<file path="src/rtl/reg_bus_pkg.sv">
// Shared types and defaults for the register-bus initiator.
package reg_bus_pkg;

    localparam int ADDR_W_DEF = 10;
    localparam int DATA_W_DEF = 32;
    localparam int TO_W_DEF   = 16;

    typedef enum logic [1:0] {
        OP_WR   = 2'b00,
        OP_RD   = 2'b01,
        OP_POLL = 2'b10,
        OP_ILL  = 2'b11
    } op_t;

    typedef enum logic [1:0] {
        ST_OK      = 2'b00,
        ST_TIMEOUT = 2'b01,
        ST_ILLEGAL = 2'b10
    } status_t;

    typedef enum logic [2:0] {
        S_IDLE = 3'd0,
        S_WR   = 3'd1,
        S_RD   = 3'd2,
        S_POLL = 3'd3,
        S_RESP = 3'd4
    } state_t;

endpackage

</file>
<file path="src/rtl/reg_bus_master.sv">
// Register-bus initiator: accepts one write/read/poll command at a time,
// runs the bus cycle(s) and returns read data plus status.
module reg_bus_master
    import reg_bus_pkg::*;
#(
    parameter int ADDR_W = ADDR_W_DEF,
    parameter int DATA_W = DATA_W_DEF,
    parameter int TO_W   = TO_W_DEF
) (
    input  logic              clk,
    input  logic              rst,
    input  logic              cmd_valid,
    output logic              cmd_ready,
    input  logic [1:0]        cmd_op,
    input  logic [ADDR_W-1:0] cmd_addr,
    input  logic [DATA_W-1:0] cmd_wdata,
    input  logic [DATA_W-1:0] cmd_mask,
    input  logic [TO_W-1:0]   cmd_limit,
    output logic              rsp_valid,
    input  logic              rsp_ready,
    output logic [DATA_W-1:0] rsp_rdata,
    output logic [1:0]        rsp_status,
    output logic              busy,
    output logic              wr_en,
    output logic              rd_en,
    output logic [ADDR_W-1:0] addr,
    output logic [DATA_W-1:0] wdata,
    input  logic [DATA_W-1:0] rdata
);

    state_t            state, state_next;
    logic [ADDR_W-1:0] addr_q;
    logic [DATA_W-1:0] wdata_q;
    logic [DATA_W-1:0] mask_q;
    logic [TO_W-1:0]   limit_q;
    logic [TO_W-1:0]   cnt_q;
    logic [DATA_W-1:0] rdata_q;
    status_t           status_q;

    logic [TO_W:0]     cnt_next;
    logic [TO_W-1:0]   limit_eff;
    logic              poll_match;
    logic              poll_last;

    // A limit of 0 behaves as 1; the extra counter bit keeps the compare exact.
    assign limit_eff  = (limit_q == '0) ? {{(TO_W-1){1'b0}}, 1'b1} : limit_q;
    assign cnt_next   = {1'b0, cnt_q} + {{TO_W{1'b0}}, 1'b1};
    assign poll_last  = (cnt_next >= {1'b0, limit_eff});
    assign poll_match = (((rdata ^ wdata_q) & mask_q) == '0);

    assign rsp_rdata  = rdata_q;
    assign rsp_status = status_q;

    // State register.
    always_ff @(posedge clk or posedge rst) begin
        // NOTE: sequential state uses non-blocking assignments so every flop
        // samples the pre-edge values, independent of block ordering.
        if (rst) state <= S_IDLE;
        else     state <= state_next;
    end

    // Next-state decode and bus/handshake outputs.
    always_comb begin
        // NOTE: every output gets a default before the case so no path
        // leaves one unassigned, which would infer a latch.
        state_next = state;
        cmd_ready  = 1'b0;
        rsp_valid  = 1'b0;
        busy       = 1'b1;
        wr_en      = 1'b0;
        rd_en      = 1'b0;
        addr       = '0;
        wdata      = '0;
        case (state)
            S_IDLE: begin
                cmd_ready = 1'b1;
                busy      = 1'b0;
                if (cmd_valid) begin
                    case (op_t'(cmd_op))
                        OP_WR:   state_next = S_WR;
                        OP_RD:   state_next = S_RD;
                        OP_POLL: state_next = S_POLL;
                        default: state_next = S_RESP;
                    endcase
                end
            end
            S_WR: begin
                wr_en      = 1'b1;
                addr       = addr_q;
                wdata      = wdata_q;
                state_next = S_RESP;
            end
            S_RD: begin
                rd_en      = 1'b1;
                addr       = addr_q;
                state_next = S_RESP;
            end
            S_POLL: begin
                rd_en = 1'b1;
                addr  = addr_q;
                if (poll_match || poll_last) state_next = S_RESP;
            end
            S_RESP: begin
                rsp_valid = 1'b1;
                if (rsp_ready) state_next = S_IDLE;
            end
            default: state_next = S_IDLE;
        endcase
    end

    // Command latch, poll counter and response capture.
    always_ff @(posedge clk or posedge rst) begin
        // NOTE: datapath registers are reset too, since rsp_rdata/rsp_status
        // are driven straight from them and must read 0 out of reset.
        if (rst) begin
            addr_q   <= '0;
            wdata_q  <= '0;
            mask_q   <= '0;
            limit_q  <= '0;
            cnt_q    <= '0;
            rdata_q  <= '0;
            status_q <= ST_OK;
        end else begin
            case (state)
                S_IDLE: begin
                    if (cmd_valid) begin
                        addr_q   <= cmd_addr;
                        wdata_q  <= cmd_wdata;
                        mask_q   <= cmd_mask;
                        limit_q  <= cmd_limit;
                        cnt_q    <= '0;
                        rdata_q  <= '0;
                        status_q <= (op_t'(cmd_op) == OP_ILL) ? ST_ILLEGAL : ST_OK;
                    end
                end
                S_RD: begin
                    rdata_q <= rdata;
                end
                S_POLL: begin
                    rdata_q <= rdata;
                    cnt_q   <= cnt_next[TO_W-1:0];
                    // A match on the final allowed read still reports OK.
                    if (!poll_match && poll_last) status_q <= ST_TIMEOUT;
                end
                default: ;
            endcase
        end
    end

endmodule

</file>
<file path="config.mk">
export PLATFORM = sky130hd
export DESIGN_NAME = reg_bus_master
export DESIGN_NICKNAME = d
export VERILOG_FILES = /design/src/rtl/reg_bus_pkg.sv /design/src/rtl/reg_bus_master.sv
export SDC_FILE = /design/constraint.sdc
export NUM_CORES = 1
export LEC_CHECK = 0
export ABC_CLOCK_PERIOD_IN_PS = 6820
export CORE_MARGIN = 2
export CORE_UTILIZATION = 48
export DETAILED_ROUTE_END_ITERATION = 6
export MAX_ROUTING_LAYER = met4
export PLACE_DENSITY = 0.88
export SLEW_MARGIN = 20
export SYNTH_ARGS = -nofsm -noshare
export SYNTH_HDL_FRONTEND = slang
export SYNTH_SLANG_ARGS = --single-unit
export TNS_END_PERCENT = 5
</file>
<file path="constraint.sdc">
create_clock -name clk -period 6.82 [get_ports clk]
set_input_delay 1.364 -clock clk [delete_from_list [all_inputs] [get_ports clk]]
set_output_delay 1.364 -clock clk [all_outputs]
set_load 0.01 [all_outputs]
</file>
* Word-level counts from Yosys, hierarchy flattened
Index checks and enable logic that the tools add are counted.
** Storage, ports and cells
- Output and inout bits :: 81
- Input port bits :: 128
- Register bits after elaboration :: 143
** Cells by class
- Add/sub/neg operators :: 1
- Bitwise logic cells :: 2
- Reductions and logical operators :: 17
- Equal/unequal tests :: 11
- Muxes and demuxes :: 21
- Magnitude comparators :: 1
** Operator list (number)
- 32-bit 2-to-1 mux :: 2
- 32-bit case mux with 2 select lines :: 1
- 32-bit bitwise AND :: 1
- 32-bit zero test :: 1
- 16-bit 2-to-1 mux :: 2
- 16-bit case mux with 2 select lines :: 1
- 32-bit bitwise XOR :: 1
- 16-bit by 1-bit adder with 17-bit output (second input constant) :: 1
- 17-bit by 16-bit >= comparator with 1-bit output :: 1
- 16-bit zero test :: 1
- 3-bit case mux with 4 select lines :: 1
- 10-bit 2-to-1 mux :: 1
- 3-bit 2-to-1 mux :: 3
- 3-bit case mux with 3 select lines :: 1
- 2-bit != test (second input constant) :: 4
- 3-bit by 2-bit == test with 1-bit output (second input constant) :: 2
- 2-bit 2-to-1 mux :: 3
- 2-bit AND reduction :: 3
- 3-bit AND reduction :: 2
- 1-bit 2-to-1 mux :: 5
- 2-bit == test (second input constant) :: 2
- 2-bit case mux with 2 select lines :: 1
- 2-bit nonzero test :: 2
- 2-bit OR reduction :: 2
- 9 further kinds :: 9

* Depth between registers and ports, before layout
Gate-level depths: netlist of the first run.
- Word-level depth :: 7
- Gate-level depth with buffers :: 13
- Mapped depth without buffers :: 13

* Worst setup path before layout of the first run
OpenSTA, ideal clock, no wires.
- Path kind :: reg2reg
- Start :: reg cnt_q[0]
- End :: reg state[2]
- Path buffers :: 0
- Period minus slack after synthesis :: 3151 ps
- Setup time :: 136 ps
- Arrival time :: 3014 ps
- Setup slack :: 3669 ps
- Cell stages (with the launch flop) :: 14
- Cells stage by stage :: dfrtp_1 -> ha_1 -> nand3_2 -> or3_4 -> nor3_4 -> nand3_2 -> xnor2_2 -> ha_1 -> nand4_1 -> o22ai_1 -> a2111oi_0 -> o211a_1 -> nor3b_1 -> o22ai_1
** Between the ends
- Cells in the longest elaborated chain, start to end :: 5
** RTL lines
- start: declaration :: RTL line reg_bus_master.sv:36 : logic [TO_W-1:0] cnt_q;
- start signal: assignment :: RTL line reg_bus_master.sv:141 : cnt_q <= cnt_next[TO_W-1:0];
- 16-bit by 1-bit adder with 17-bit output :: RTL line reg_bus_master.sv:47 : assign cnt_next = {1'b0, cnt_q} + {{TO_W{1'b0}}, 1'b1};
- 17-bit by 16-bit >= comparator with 1-bit output :: RTL line reg_bus_master.sv:48 : assign poll_last = (cnt_next >= {1'b0, limit_eff});
- 1-bit logical OR :: RTL line reg_bus_master.sv:101 : if (poll_match || poll_last) state_next = S_RESP;
- 2-bit != test (no line)
- 3-bit AND reduction (no line)
- end signal: assignment :: RTL line reg_bus_master.sv:59 : else state <= state_next;
- end: declaration :: RTL line reg_bus_master.sv:31 : state_t state, state_next;
Every way passes these cells.
A chain may end at the register's enable or synchronous reset.

* Final worst setup path of the first run
- Start :: reg state[0]
- End :: out wdata[28]
** Between the ends
- Cells in the longest elaborated chain, start to end :: 2
** RTL lines
- 3-bit by 1-bit == test with 1-bit output :: RTL line reg_bus_master.sv:74 : case (state)
- 32-bit 2-to-1 mux :: RTL line reg_bus_master.sv:74
- end: declaration :: RTL line reg_bus_master.sv:27 : output logic [DATA_W-1:0] wdata,
Every way passes these cells.

==> flow_metrics.env, run 1 <==
export IMPL_dp_hpwl_mm=13.71
export IMPL_required_ps=5460
export IMPL_post_route_period_util=0.6199
export IMPL_avgRoutedWirePerCell_um=16.66
export IMPL_htreeDepth=4
export IMPL_clock_latency_ps=420
export IMPL_die_area_mm2=0.01563
export IMPL_hold_viol_final=0
export IMPL_cts_root_buf="clkbuf_16"
export IMPL_cp_start_kind="register"
export IMPL_ys_seq_elements=143
export IMPL_slew_viol_final=0
export IMPL_met1_length_mm=8.386
export IMPL_cts_tree="yes"
export IMPL_yosys_area_top_type="dfrtp_1"
export IMPL_firstDrtPassIters=6
export IMPL_yosys_top_cells_area="dfrtp_1 51%, nand2_1 17%, xor2_1 4.6%, o21ai_0 4.3%, and2_1 4.0%"
export IMPL_reg2reg_from="cnt_q[0]$_DFFE_PP0P_"
export IMPL_cts_setup_buffers=0
export IMPL_grt_setup_unrepaired="no"
export IMPL_cts_sinks=143
export IMPL_antenna_found_initial=0
export IMPL_syn_inst=813
export IMPL_yosysWarnings=0
export IMPL_p_leak_nw=4.657
export IMPL_routed_wl_met2_mm=9.836
export IMPL_end_kind="primary output"
export IMPL_skew_ps=7.044
export IMPL_hold_start="addr_q[3]$_DFFE_PP0P_"
export IMPL_n_antenna_cell=0
export IMPL_power_density_mw_per_mm2=371.7
export IMPL_start_util=0.4875
export IMPL_synth_edf_count=0
export IMPL_syn_area_per_cell_um2=8.649
export IMPL_synth_top_cell_area_share=0.5089
export IMPL_wl_met3_mm=1.299
export IMPL_clk_pin_slew_worst_paths_ps=60
export IMPL_drt_iter0_markers=481
export IMPL_synth_area_mm2=0.007032
export IMPL_post_route_min_period_ps=4228
export IMPL_dieHeight_um=125.0
export IMPL_yosysUniqueCellTypes=43
export IMPL_seq_area_frac_synth=0.5089
export IMPL_via_count=6300
export IMPL_place_area_mm2=0.009199
export IMPL_whs_endpoint="addr_q[3]$_DFFE_PP0P_"
export IMPL_hold_buffers=0
export IMPL_top_layer="met4"
export IMPL_syn_nets=962
export IMPL_ir_worst_vdd_mv=0.2267
export IMPL_cts_made_buffers=17
export IMPL_ctsResizeCount=0
export IMPL_path_max_fanout=23
export IMPL_port_buffers=208
export IMPL_gp_congestion=0.8357
export IMPL_r2r_cells=13
export IMPL_via_per_inst=5.250
export IMPL_grt_pass1_vias=6226
export IMPL_ys_flop_type="dfrtp_1"
export IMPL_fp_coreArea_mm2=0.01442
export IMPL_reg2reg_slack_ps=3210
export IMPL_outcome="finished clean"
export IMPL_clock_path_buffers=2
export IMPL_setup_viol=0
export IMPL_die_x_um=125.0
export IMPL_fillers=1132
export IMPL_worstPathArrival_ps=2860
export IMPL_cap_violations=0
export IMPL_area_delta_synth_final_pct=38.88
export IMPL_ios=209
export IMPL_nNetsFinal=1152
export IMPL_hp_class="register to register"
export IMPL_drc_errors=0
export IMPL_fmax_ghz=0.2365
export IMPL_ant_nets=0
export IMPL_grt_max_degree=88
export IMPL_final_area_mm2=0.009766
export IMPL_grt_util_all_layers=0.2690
export IMPL_grt_overflow=0
export IMPL_timing_slew_headroom=0.3419
export IMPL_worst_slew_pin_slew_ps=987.1
export IMPL_grt_first_pass_wirelength_mm=32.20
export IMPL_r2r_end="state[2]$_DFFE_PP0P_"
export IMPL_async_reset_ff_frac=1.000
export IMPL_holdPathStages=2
export IMPL_finalSetupTns_ps=0
export IMPL_fp_row_count=44
export IMPL_layout_drive_gt1_share=0.04626
export IMPL_wirelength_mm=20.00
export IMPL_worstSetupPathType="register to primary output"
==> per-stage QoR <==
stage | util | worst slack, ps | std cells | power [mW] | hold slack, ps
CTS | 0.6770 | 2579 | 1200 | 3.650 | 471.9
global route | 0.6770 | 2422 | 1200 | 3.874 | 485.6
detailed placement | 0.6378 | 3019 | 1168 | 2.726 | 457.3
floorplan | - | 1618 | 813 | 2.128 | 437.4
finish | 0.6770 | 2592 | 1200 | 3.629 | 466.8
global placement | 0.6378 | 3075 | 1168 | 2.672 | 449.7
==> layout by cell type, fill, tap and decap left out, types with 3 or more instances in the layout <==
cell type        synthesis  final
nand2_1                326    325
buf_4                    0      5
nor2_1                  11     11
xnor2_1                  8      8
nand4_1                  6      6
nor4_1                   4      4
clkbuf_1                25      4
xor2_1                  37     37
inv_1                   22     20
clkinv_2                 0      4
and4_1                   3      3
dfrtp_1                143    143
o21ai_0                 61     61
ha_1                    21     21
clkdlybuf4s50_1          0    208
clkbuf_16                0     17
a21o_1                   3      3
a21oi_1                  7      7
and2_1                  45     44
nor3_1                   4      4
a22oi_1                 16     16
nand3_1                 25     25
==> final cells by class <==
type | count | area (um^2) | area share
Clock buffer | 22 | 454.2 | 0.04651
Timing Repair Buffer | 213 | 2120 | 0.2170
Sequential cell | 143 | 3578 | 0.3664
Clock inverter | 10 | 112.6 | 0.01153
Inverter | 22 | 87.58 | 0.008969
Multi-Input combinational cell | 606 | 3183 | 0.3259
Tap cell | 184 | 230.2 | 0.02357
==> critical path, cell delays in order (launching register included) <==
cell and delay (ps):
dfrtp_1 700, nor3b_2 630, buf_4 390, and2_1 180, clkdlybuf4s50_1 530
==> sequential cells by signal, indices dropped and copies added (netlist names) <==
name	cells
addr_q	10
state	3
limit_q	16
mask_q	32
rsp_rdata	32
cnt_q	16
wdata_q	32
rsp_status	2
==> where the power goes <==
part           switching [mW]  internal (mW)
logic                   0.706          0.569
registers               0.255           1.20
clock network           0.356          0.547
total                    1.32           2.31
==> worst max path at each step <==
stage,startpoint,end,slack (ps),cells past startpoint
floorplan,rst,addr_q[0]$_DFFE_PP0P_,1620,1
global placement,state[0]$_DFFE_PP0P_,wdata[24],3080,4
detailed placement,state[0]$_DFFE_PP0P_,wdata[24],3020,4
CTS,state[0]$_DFFE_PP0P_,wdata[27],2580,4
global route,state[0]$_DFFE_PP0P_,wdata[28],2420,4
finish,state[0]$_DFFE_PP0P_,wdata[28],2590,4
==> metal layers <==
metal	track usage	up-vias
met3	0.05648	37
li1	-	3011
met5	-	-
met2	0.4306	233
met4	0.09085	0
met1	0.3433	3019
==> Yosys cell counts (6+ instances only) <==
cell and number:
a21oi_1 7, a22oi_1 16, and2_1 45, buf_2 14, clkbuf_1 25, dfrtp_1 143
ha_1 21, inv_1 22, nand2_1 326, nand3_1 25, nand4_1 6, nor2_1 11
o21ai_0 61, xnor2_1 8, xor2_1 37
==> cells by family (layout without fill, tap and decap cells) <==
logic type	after synthesis	in the layout	synth area share
simple gates	441	441	0.2733
flops	143	143	0.5089
compound gates	98	98	0.08149
buf+inv	64	267	0.04057
xor+xnor	46	46	0.05836
fa+ha+maj	21	21	0.03737
No activity file was read; power rests on OpenSTA's default activity.
==> run 2: changes to the inputs <==
ABC_CLOCK_PERIOD_IN_PS = 4330   (was 6820)
clock period = 4.33 ns   (was 6.82 ns; I/O delays follow)
==> flow_metrics.env, run 2 (synthesis gave the netlist of run 1 again) <==
export IMPL_cp_start_kind="register"
export IMPL_grt_util_all_layers=0.2699
export IMPL_clk_pin_slew_worst_paths_ps=60
export IMPL_final_common_cell="nand2_1"
export IMPL_worst_slew_pin_slew_ps=809.7
export IMPL_required_ps=3460
export IMPL_ios=209
export IMPL_p_clk_frac=0.267
export IMPL_cts_setup_buffers=0
export IMPL_r2r_end="state[2]$_DFFE_PP0P_"
export IMPL_dieHeight_um=125.0
export IMPL_die_x_um=125.0
export IMPL_place_inst=1172
export IMPL_cts_tree="yes"
export IMPL_reg2reg_slack_ps=790
export IMPL_worstSetupPathType="register to primary output"
export IMPL_total_power_mw=5.877
export IMPL_p_leak_nw=4.704
export IMPL_reg2reg_from="cnt_q[0]$_DFFE_PP0P_"
export IMPL_grt_setup_unrepaired="no"
export IMPL_via_count=6282
export IMPL_ant_nets=0
export IMPL_die_area_mm2=0.01563
export IMPL_fp_coreArea_mm2=0.01442
export IMPL_outcome="finished clean"
export IMPL_p_sw_mw=2.115
export IMPL_start_util=0.4875
export IMPL_wirelength_mm=20.07
export IMPL_antenna_found_initial=0
export IMPL_drt_iter0_markers=390
export IMPL_grt_first_pass_wirelength_mm=32.38
export IMPL_power_share_sequential=0.386
export IMPL_holdPathStages=2
export IMPL_hold_viol_final=0
export IMPL_fmax_ghz=0.2799
export IMPL_instances_no_fill=1204
export IMPL_nNetsFinal=1156
export IMPL_intPower_mw=3.762
export IMPL_p_comb_frac=0.347
export IMPL_skew_ps=11.72
export IMPL_grt_pass1_vias=6236
export IMPL_post_route_min_period_ps=3573
export IMPL_r2r_cells=13
export IMPL_grt_overflow=0
export IMPL_ir_worst_vdd_mv=0.3747
export IMPL_ctsResizeCount=0
export IMPL_layout_drive_gt1_share=0.05490
export IMPL_clock_latency_ps=420
export IMPL_p_sw_frac=0.3599
export IMPL_clock_path_buffers=2
export IMPL_cts_made_buffers=17
export IMPL_hold_worst_slack_ps=463.9
export IMPL_setup_viol=0
export IMPL_end_kind="primary output"
export IMPL_htreeDepth=4
export IMPL_cts_sinks=143
export IMPL_firstDrtPassIters=5
export IMPL_post_route_period_util=0.8252
export IMPL_worstPathArrival_ps=2710
export IMPL_hp_class="register to register"
export IMPL_drc_errors=0
export IMPL_port_buffers=208
export IMPL_gp_congestion=0.8875
export IMPL_cap_violations=0
export IMPL_power_density_mw_per_mm2=595.3
export IMPL_hold_buffers=0
export IMPL_n_antenna_cell=0
export IMPL_cts_root_buf="clkbuf_16"
export IMPL_path_max_fanout=18
export IMPL_final_cell_mix="325 x nand2_1, 208 x clkdlybuf4s50_1, 143 x dfrtp_1"
export IMPL_grt_max_degree=76
export IMPL_dp_hpwl_mm=14.02
export IMPL_fp_row_count=44
export IMPL_via_per_inst=5.218
export IMPL_slew_viol_final=0
export IMPL_hold_start="addr_q[6]$_DFFE_PP0P_"
export IMPL_avgRoutedWirePerCell_um=16.67
export IMPL_area_delta_synth_final_pct=40.41
export IMPL_timing_slew_headroom=0.4582
export IMPL_finalSetupTns_ps=0
export IMPL_whs_endpoint="addr_q[6]$_DFFE_PP0P_"
## run 2: changes by cell type in the layout (fill, tap and decap cells not counted), sizes merged
| cell | delta |
|---|---|
| inv | +3 |
| clkinv | -3 |
| bufinv | +2 |
| clkbuf | -5 |
| clkinvlp | +3 |
| buf | +4 |
## run 2: cell type report
class	instances	area, um^2
Fill cell	1119	4551
Sequential cell	143	3578
Multi-Input combinational cell	606	3183
Timing Repair Buffer	217	2162
Clock buffer	17	425.4
Tap cell	184	230.2
Clock inverter	15	207.7
Inverter	22	86.33
## run 2: worst max path at each step
stage	startpoint	to	slack (ps)
floorplan	cnt_q[0]$_DFFE_PP0P_	state[2]$_DFFE_PP0P_	1180
global placement	cnt_q[0]$_DFFE_PP0P_	state[2]$_DFFE_PP0P_	1000
detailed placement	cnt_q[0]$_DFFE_PP0P_	state[2]$_DFFE_PP0P_	830
CTS	state[0]$_DFFE_PP0P_	addr[2]	740
global route	cnt_q[0]$_DFFE_PP0P_	state[2]$_DFFE_PP0P_	470
finish	state[0]$_DFFE_PP0P_	addr[2]	760
## run 2: power groups by stage
| stage | logic [mW] | clock network, mW | registers (mW) |
|---|---|---|---|
| 5_1_grt | 2.28 | 1.65 | 2.34 |
| 2_1_floorplan | 1.12 | 0 | 2.24 |
| 3_5_place_dp | 2.04 | 0 | 2.27 |
| 6_report | 2.04 | 1.57 | 2.27 |
| 4_1_cts | 2.06 | 1.58 | 2.26 |
| 3_3_place_gp | 1.97 | 0 | 2.26 |
## run 2: worst max-delay path: stages, from the launching register on
cell             delay (ps)
dfrtp_1                 730
nor2_1                  150
nor2_1                  650
and2_1                  230
clkdlybuf4s50_1         530
## run 2: per-stage QoR
stage	utilization	setup slack [ps]	instance area [um^2]
after global routing	0.6845	467.6	9873
after floorplan	-	1179	7036
final	0.6845	757.1	9873
after CTS	0.6845	741.9	9873
after global placement	0.6406	996.9	9240
after detailed placement	0.6406	830.5	9240
## run 2: routing by layer
layer	vias to the layer above	routed length, um	track usage	part of all wire
met4	0	541	0.09477	0.027
li1	3020	-	-	-
met2	221	9684	0.4217	0.48
met5	-	0	-	0
met3	33	1234	0.06718	0.061
met1	3008	8611	0.3448	0.43
==> run 3: changes to the inputs <==
ABC_CLOCK_PERIOD_IN_PS = 3300   (was 4330)
clock period = 3.3 ns   (was 4.33 ns; I/O delays follow)
==> flow_metrics.env, run 3 (synthesis gave the netlist of run 1 again) <==
export IMPL_required_ps=3600
export IMPL_outcome="finished, violations left"
export IMPL_dp_hpwl_mm=14.43
export IMPL_clock_path_buffers=2
export IMPL_drc_errors=4
export IMPL_ant_nets=0
export IMPL_multi_input_area_mm2=0.003231
export IMPL_fillers=1106
export IMPL_hp_class="register to register"
export IMPL_fmax_ghz=0.3155
export IMPL_worstPathArrival_ps=3470
export IMPL_p_leak_nw=4.794
export IMPL_nNetsFinal=1166
export IMPL_cp_start_kind="register"
export IMPL_dieHeight_um=125.0
export IMPL_antenna_found_initial=0
export IMPL_wirelength_mm=20.37
export IMPL_port_buffers=208
export IMPL_utilization=0.6962
export IMPL_setup_viol=0
export IMPL_hold_viol_final=0
export IMPL_end_kind="register"
export IMPL_place_area_mm2=0.009333
export IMPL_fp_coreArea_mm2=0.01442
export IMPL_power_density_mw_per_mm2=779.0
export IMPL_clock_latency_ps=420
export IMPL_die_area_mm2=0.01563
export IMPL_cp_cell_sequence="ha_4, nand3_2, or3_4, nor3_4, nand3_2, xnor2_2, ha_1, nand4_1, nor2_1, o21ai_0, o211a_1, nor3b_4, or2_2"
export IMPL_grt_pass1_vias=6489
export IMPL_path_buf_inv=0
export IMPL_gp_congestion=0.8668
export IMPL_slew_viol_final=0
export IMPL_firstDrtPassIters=7
export IMPL_cap_violations=0
export IMPL_total_power_mw=7.823
export IMPL_final_common_cell="nand2_1"
export IMPL_r2r_end="state[0]$_DFFE_PP0P_"
export IMPL_via_count=6358
export IMPL_r2r_cells=13
export IMPL_cts_tree="yes"
export IMPL_htreeDepth=4
export IMPL_seqCellArea_mm2=0.003578
export IMPL_via_per_inst=5.242
export IMPL_cts_made_buffers=17
export IMPL_worst_slew_pin_slew_ps=810.9
export IMPL_cts_sinks=143
export IMPL_start_util=0.4875
export IMPL_cpMostUsedCell="nand3_2"
export IMPL_critPathTopFamily="simple AND/OR/NAND/NOR gates"
export IMPL_die_x_um=125.0
export IMPL_final_cell_mix="325 x nand2_1, 208 x clkdlybuf4s50_1, 143 x dfrtp_1"
export IMPL_grt_first_pass_wirelength_mm=32.62
export IMPL_hold_worst_slack_ps=468.0
export IMPL_clk_pin_slew_worst_paths_ps=60
export IMPL_cts_root_buf="clkbuf_16"
export IMPL_hold_start="addr_q[3]$_DFFE_PP0P_"
export IMPL_post_route_min_period_ps=3170
export IMPL_ir_worst_vdd_mv=0.4472
export IMPL_layout_drive_gt1_share=0.06706
export IMPL_skew_ps=10.12
export IMPL_n_antenna_cell=0
export IMPL_hold_buffers=0
export IMPL_final_area_mm2=0.01004
export IMPL_timing_slew_headroom=0.4582
export IMPL_slowest_stage="dfrtp_1"
export IMPL_avgRoutedWirePerCell_um=16.80
export IMPL_post_route_period_util=0.9606
export IMPL_slowest_delay_ps=430
export IMPL_area_delta_synth_final_pct=42.81
export IMPL_grt_util_all_layers=0.2710
export IMPL_drt_iter0_markers=442
export IMPL_reg2reg_slack_ps=130
export IMPL_path_max_fanout=4
export IMPL_fp_row_count=44
export IMPL_holdPathStages=2
export IMPL_grt_overflow=0
export IMPL_whs_endpoint="addr_q[3]$_DFFE_PP0P_"
export IMPL_ios=209
export IMPL_worstSetupPathType="register to register"
export IMPL_violations="design-rule violations"
export IMPL_reg2reg_from="cnt_q[1]$_DFFE_PP0P_"
export IMPL_grt_max_degree=61
-- run 3: cell types whose count changed in the layout (fill, tap and decap cells not counted), moves of 2 or more --
cell | before | now
buf_4 | 8 | 16
clkbuf_8 | 0 | 3
clkinvlp_4 | 5 | 2
inv_6 | 4 | 1
buf_12 | 1 | 3
clkbuf_1 | 0 | 2
-- run 3: area by class of cell --
type / count / share of cell area
clock inverters: 9 / 0.01794
multi-input cells: 606 / 0.3217
repair buffers: 227 / 0.2253
well taps: 184 / 0.02293
clock buffers: 22 / 0.04722
flip-flops and latches: 143 / 0.3563
inverters: 22 / 0.008597
-- run 3: worst min-delay path: cells and delay by family, from the launching register on --
family / cells / cell delay, ps
AND/OR/NAND/NOR: 2 / 100
flip-flops: 1 / 340
-- run 3: report_power, final --
group	total (mW)	switching, mW	internal (mW)
Clock	2.14	0.735	1.40
Combinational	2.73	1.50	1.23
Sequential	2.96	0.488	2.47
-- run 3: how the worst max path moves through the flow --
stage | start | to | slack [ps] | depth (start not counted)
6_report | cnt_q[1]$_DFFE_PP0P_ | state[0]$_DFFE_PP0P_ | 130 | 13
3_5_place_dp | cnt_q[1]$_DFFE_PP0P_ | state[2]$_DFFE_PP0P_ | -60 | 13
4_1_cts | cnt_q[1]$_DFFE_PP0P_ | state[2]$_DFFE_PP0P_ | 40 | 13
2_1_floorplan | cnt_q[0]$_DFFE_PP0P_ | state[2]$_DFFE_PP0P_ | 150 | 13
3_3_place_gp | cnt_q[1]$_DFFE_PP0P_ | state[2]$_DFFE_PP0P_ | 70 | 13
5_1_grt | cnt_q[1]$_DFFE_PP0P_ | state[0]$_DFFE_PP0P_ | -60 | 13
-- run 3: stage by stage --
step / instances / setup TNS, ps / setup WS [ps]
final: 1213 / 0 / 130.0
after global routing: 1213 / -73.94 / -56.10
after CTS: 1212 / 0 / 37.77
after detailed placement: 1181 / -102.2 / -56.56
after global placement: 1181 / 0 / 67.11
after floorplan: 813 / 0 / 149.2
-- run 3: per-layer routing --
metal / part of all wire / routed length [um] / vias to the layer above / GRT usage
li1: - / - / 3038 / -
met1: 0.41 / 8310 / 3049 / 0.3312
met2: 0.50 / 10130 / 240 / 0.4498
met3: 0.073 / 1484 / 31 / 0.06162
met4: 0.022 / 444 / 0 / 0.08497
met5: 0 / 0 / - / -
-- run 3: timing repair --
| item | in CTS | in global routing |
|---|---|---|
| gates resized for setup | 1 | 8 |
| setup endpoints to repair | 3 | 5 |
| pin swaps | 0 | 4 |
| setup buffers | 0 | 1 |
